### src/rtl/pcs_64b66b_pkg.sv
// pcs_64b66b_pkg: shared 64b/66b PCS constants, FSM state and block-type encodings
package pcs_64b66b_pkg;
  typedef enum logic [2:0] {TX_INIT, TX_C, TX_D, TX_E, TX_T} tx_state_e;
  typedef enum logic [2:0] {TT_S, TT_C, TT_E, TT_D, TT_T} t_type_e;
  localparam logic [1:0] SYNC_DATA = 2'b01;
  localparam logic [1:0] SYNC_CTRL = 2'b10;
  localparam logic [7:0] BT_C = 8'h1E;
  localparam logic [7:0] BT_S = 8'h78;
  localparam logic [7:0] BT_O = 8'h4B;
  localparam logic [63:0] BT_T = {8'hFF, 8'hE1, 8'hD2, 8'hCC, 8'hB4, 8'hAA, 8'h99, 8'h87};
  localparam logic [7:0] CH_IDLE = 8'h07;
  localparam logic [7:0] CH_ERR = 8'hFE;
  localparam logic [7:0] CH_START = 8'hFB;
  localparam logic [7:0] CH_TERM = 8'hFD;
  localparam logic [7:0] CH_SEQ = 8'h9C;
  localparam logic [6:0] C7_IDLE = 7'h00;
  localparam logic [6:0] C7_ERR = 7'h1E;
  localparam logic [3:0] O_SEQ = 4'h0;
  localparam logic [71:0] IDLE_WORD = {{8{CH_IDLE}}, 8'hFF};
  localparam logic [65:0] EBLOCK_T = {{8{C7_ERR}}, BT_C, SYNC_CTRL};
  localparam logic [65:0] LBLOCK_T = {28'h0, O_SEQ, 8'h01, 8'h00, 8'h00, BT_O, SYNC_CTRL};
endpackage

### src/rtl/t_type_classify.sv
// t_type_classify: classify an XLGMII word as S/C/E/D/T and report the terminate position k
//   word   in  72  [71:8] bytes, [7:0] control flags
//   t_type out 3   block class
//   k      out 3   FD byte position when t_type is T
module t_type_classify
  import pcs_64b66b_pkg::*;
(
  input  logic [71:0] word,
  output t_type_e     t_type,
  output logic [2:0]  k
);
  logic [7:0] ctrl, idle_at, fd_at, hi;
  logic t_hit;
  assign ctrl = word[7:0];
  always_comb begin
    idle_at = '0;
    fd_at = '0;
    hi = '0;
    t_hit = 1'b0;
    k = '0;
    for (int i = 0; i < 8; i++) begin
      idle_at[i] = word[8*i+8 +: 8] == CH_IDLE;
      fd_at[i] = word[8*i+8 +: 8] == CH_TERM;
    end
    // ctrl patterns FF<<i are mutually exclusive, so at most one k can match
    for (int i = 0; i < 8; i++) begin
      hi = 8'hFF << (i + 1);
      if (ctrl == 8'(8'hFF << i) && fd_at[i] && &(idle_at | ~hi)) begin
        t_hit = 1'b1;
        k = 3'(i);
      end
    end
    t_type = ctrl == 8'h00 ? TT_D :
             ctrl == 8'h01 && word[15:8] == CH_START ? TT_S :
             (ctrl == 8'hFF && &idle_at) || (ctrl == 8'h01 && word[15:8] == CH_SEQ) ? TT_C :
             t_hit ? TT_T : TT_E;
  end
endmodule

### src/rtl/pcs_tx_encoder.sv
// pcs_tx_encoder: 64b/66b PCS transmit encoder, XLGMII 72-bit words to 66-bit blocks
//   RX_CLK                 in  1     clock
//   reset                  in  1     asynchronous, active-low
//   tx_enable              in  1     0 forces the FSM to TX_INIT (local fault output)
//   encoder_in             in  72    [71:8] bytes, [7:0] control flags
//   encoder_out            out 66    [1:0] sync, [65:2] payload
//   tx_errored_block_count out CNT_W saturating count of cycles spent in TX_E
module pcs_tx_encoder
  import pcs_64b66b_pkg::*;
#(
  parameter int CNT_W = 22
) (
  input  logic             RX_CLK,
  input  logic             reset,
  input  logic             tx_enable,
  input  logic [71:0]      encoder_in,
  output logic [65:0]      encoder_out,
  output logic [CNT_W-1:0] tx_errored_block_count
);
  logic [71:0] in_buf;
  logic [65:0] out_next;
  logic [2:0] k;
  t_type_e t_type;
  tx_state_e state, next_state;
  t_type_classify u_classify (.word(in_buf), .t_type(t_type), .k(k));
  function automatic logic [65:0] encode(input logic [71:0] w, input t_type_e tt, input logic [2:0] tk);
    logic [55:0] mask;
    // keeps only the tk data bytes of a terminate block; a shift of 56 yields all ones
    mask = ~(56'hFF_FFFF_FFFF_FFFF << {tk, 3'b000});
    return tt == TT_D ? {w[71:8], SYNC_DATA} :
           tt == TT_S ? {w[71:16], BT_S, SYNC_CTRL} :
           tt == TT_T ? {w[63:8] & mask, BT_T[8*tk +: 8], SYNC_CTRL} :
           w[7:0] == 8'h01 ? {28'h0, O_SEQ, w[39:16], BT_O, SYNC_CTRL} :
           {{8{C7_IDLE}}, BT_C, SYNC_CTRL};
  endfunction
  always_comb begin
    next_state = !tx_enable ? TX_INIT :
                 state == TX_D ? (t_type == TT_D ? TX_D : t_type == TT_T ? TX_T : TX_E) :
                 state == TX_E ? (t_type == TT_D ? TX_D : t_type == TT_C ? TX_C :
                                  t_type == TT_T ? TX_T : TX_E) :
                 t_type == TT_C ? TX_C : t_type == TT_S ? TX_D : TX_E;
    out_next = next_state == TX_INIT ? LBLOCK_T :
               next_state == TX_E ? EBLOCK_T : encode(in_buf, t_type, k);
  end
  always_ff @(posedge RX_CLK or negedge reset) begin
    if (!reset) begin
      state <= TX_INIT;
      in_buf <= IDLE_WORD;
      encoder_out <= LBLOCK_T;
      tx_errored_block_count <= '0;
    end else begin
      state <= next_state;
      in_buf <= encoder_in;
      encoder_out <= out_next;
      if (state == TX_E && !(&tx_errored_block_count))
        tx_errored_block_count <= tx_errored_block_count + 1'b1;
    end
  end
endmodule
### config.mk
export PLATFORM = sky130hd
export DESIGN_NAME = pcs_tx_encoder
export DESIGN_NICKNAME = d
export VERILOG_FILES = /design/src/rtl/pcs_64b66b_pkg.sv /design/src/rtl/t_type_classify.sv /design/src/rtl/pcs_tx_encoder.sv
export SDC_FILE = /design/constraint.sdc
export NUM_CORES = 1
export LEC_CHECK = 0
export ABC_AREA = 1
export CORE_AREA = 4 4 151 153
export DETAILED_ROUTE_END_ITERATION = 8
export DIE_AREA = 0 0 155 157
export PLACE_DENSITY = 0.61
export RECOVER_POWER = 25
export SLEW_MARGIN = 10
export SYNTH_ARGS = -nofsm -noshare
export SYNTH_HDL_FRONTEND = slang
export SYNTH_SLANG_ARGS = --single-unit
### constraint.sdc
create_clock -name RX_CLK -period 6.1 [get_ports RX_CLK]
set_clock_uncertainty 0.05 [all_clocks]
set_input_delay 1.22 -clock RX_CLK [delete_from_list [all_inputs] [get_ports RX_CLK]]
set_output_delay 1.22 -clock RX_CLK [all_outputs]
set_load 0.1 [all_outputs]
==> impl_metrics.json <==
{
  "gr-total-overflow": 0,
  "cp_slowest_cell": "clkbuf_2",
  "vias": 6221,
  "worstHoldPathType": "reg2reg",
  "worst_pin_slew_ps": 2659,
  "max_slew_margin": -0.7729,
  "die_area_mm2": 0.02434,
  "preCtsSetupSlack_ps": 2765,
  "syn_nets": 945,
  "ys_types": 36,
  "setup_viol": 0,
  "cts_tree": "done",
  "drtPass1Iterations": 5,
  "cts.reportedPaths.clkPinSlew_ps": 60,
  "tns_ps": 0,
  "r2r_cells": 13,
  "ys_async_sr_fraction": 1.000,
  "cp_top_family": "buffers and inverters",
  "area_delta_synth_final_pct": 31.93,
  "start_util": 0.3525,
  "status": "complete, but fails checks",
  "p_per_area_mw_per_mm2": 263.7,
  "synth_seq_area_share": 0.5431,
  "fin_util": 0.4651,
  "ant_nets": 0,
  "rsz0062_at_grt": "no",
  "grt_pass1_wl_um": 34020,
  "rows": 54,
  "period_minus_slack_ps": 3394,
  "fin_ws_ps": 2706,
  "max_freq_mhz": 294.6,
  "layout.nets": 1110,
  "final_common_cell": "nand2_1",
  "cts_setup_buffers": 0,
  "cts_repair_resize_count": 0,
  "cts_root_buffer": "clkbuf_16",
  "ios": 163,
  "numClockSinks": 163,
  "synth.avg_cell_area_um2": 8.783,
  "drive_above_1_share": 0.1390,
  "place_hpwl_um": 16120,
  "finalWirelength_um": 21070,
  "synth_area_mm2": 0.007597,
  "antenna_found_initial": 1,
  "final_cell_mix": "nand2_1, inv_1, dfrtp_1",
  "met2_usage": 0.2920,
  "hold_buffers": 0,
  "use_met1": 0.2389,
  "insertion_delay_ps": 430,
  "cp-end-kind": "async pin",
  "finalCritPeriodShare": 0.5564,
  "ys_ff_latch": 163,
  "htree_levels": 4,
  "syn_inst": 865,
  "crit_chain": "clkbuf_2 -> buf_4",
  "slowest_delay_ps": 1760,
  "busiest_layer": "met2",
  "met3_usage": 0.03602,
  "drc": 0,
  "peakVddDrop_uv": 183.3,
  "wl_per_cell_um": 15.91,
  "cts.path.max_buffers": 2,
  "ys.warnings.count": 0,
  "cp_max_fo": 109,
  "p_leak_nw": 4.421,
  "routed_via_density": 4.699,
  "synthFlopType": "dfrtp_1",
  "numCtsBuffers": 17,
  "critPathKind": "in2async",
  "dieWidth_um": 155,
  "grt_start_max_net_pins": 110,
  "min_path_cells": 1,
  "routabilityCongestion": 0.9532,
  "crit_path_start_kind": "input port",
  "violations": "capacitance limit, slew limit",
  "first_global_vias": 6422,
  "critPathRequiredTime_ps": 6540,
  "critical_path_arrival_ps": 3830,
  "core_mm2": 0.02155,
  "synth_edf_count": 0,
  "cap_violations": 1,
  "port_buffers": 162,
  "slew_viol_final": 110,
  "die_y_um": 157,
  "hold_viol_final": 0,
  "critical_path_buf_inv_count": 2,
  "path_depth": 2,
  "drt_iter0_drc": 471,
  "grtUsageTotal": 0.1789
}
-- synthesized netlist by cell type (2+ instances only) --
cell type | n | area share
nand2_1 | 176 | 0.087
inv_1 | 139 | 0.069
dfrtp_1 | 125 | 0.41
nor2_1 | 107 | 0.053
nand3_1 | 57 | 0.038
dfstp_2 | 38 | 0.13
a21oi_2 | 30 | 0.035
o22ai_1 | 24 | 0.020
nand4_1 | 22 | 0.018
nor2_2 | 22 | 0.018
nor3_1 | 21 | 0.014
xor2_1 | 16 | 0.018
a21oi_1 | 10 | 0.0066
o21ai_0 | 10 | 0.0066
a22oi_1 | 9 | 0.0089
clkbuf_1 | 9 | 0.0044
ha_1 | 5 | 0.0082
xnor2_1 | 5 | 0.0058
buf_2 | 4 | 0.0026
nor4_1 | 4 | 0.0033
buf_6 | 3 | 0.0044
inv_2 | 3 | 0.0015
nand2_2 | 3 | 0.0025
nand3_2 | 3 | 0.0040
nand3b_1 | 3 | 0.0030
nor2_4 | 3 | 0.0044
buf_8 | 2 | 0.0040
nand2_4 | 2 | 0.0030
nand2_8 | 2 | 0.0053
or2_2 | 2 | 0.0016
-- path summary, 6_finish.rpt --
| path | endpoint | start | slack (ps) |
|---|---|---|---|
| max in group RX_CLK | encoder_out[26] | encoder_out[26] | 2740 |
| setup reg to reg | encoder_out[15] | in_buf[7] | 3130 |
| min in group asynchronous | tx_errored_block_count[2] | reset | 1510 |
| hold reg to reg | tx_errored_block_count[11] | tx_errored_block_count[11] | 480 |
| hold / removal | tx_errored_block_count[11] | tx_errored_block_count[11] | 480 |
| setup / recovery | tx_errored_block_count[20] | reset | 2710 |
-- logic make-up (layout without fill, tap and decap cells) --
kind of cell	count (synthesis)	count (layout)	share of synthesized area
other	0	1	0
XOR/XNOR	21	21	0.02421
AO/OA/AOI/OAI	84	84	0.07856
flip-flops	163	163	0.5431
adder cells (fa/ha/maj)	5	5	0.008235
AND/OR/NAND/NOR	430	430	0.2586
buffers and inverters	162	340	0.08729
-- power by group --
group	leakage (nW)	internal (mW)	switching (mW)
Sequential	2.02	1.14	0.0584
Clock	0.271	0.566	0.445
Combinational	2.13	0.111	0.319
Total	4.42	1.82	0.822
-- flip-flops by register name, indices dropped and copies added (netlist names) --
name and cells:
in_buf 72, encoder_out 66, tx_errored_block_count 22, state 3
-- per-stage QoR --
stage	total power [mW]	hold WS (ps)	cell area, um^2	cells
CTS	2.685	486.6	10030	1323
global route	2.759	503.5	10020	1324
floorplan	1.497	468.2	7597	865
global placement	1.659	468.1	9468	1291
finish	2.643	478.5	10020	1324
detailed placement	1.663	477.0	9468	1291
-- routing by layer --
metal	part of all wire	wire length (um)
met5	0	0
met4	0.019	393
met3	0.051	1078
met2	0.48	10110
met1	0.45	9488
-- area by class of cell --
type | count | area, um^2
flip-flops and latches | 163 | 4126
inverters | 144 | 545.5
fillers | 2081 | 11530
multi-input cells | 540 | 2808
clock buffers | 18 | 429.2
well taps | 280 | 350.3
repair buffers | 164 | 1632
clock inverters | 14 | 130.1
diodes | 1 | 2.502
Note: power is estimated with default switching activity, not from simulation.
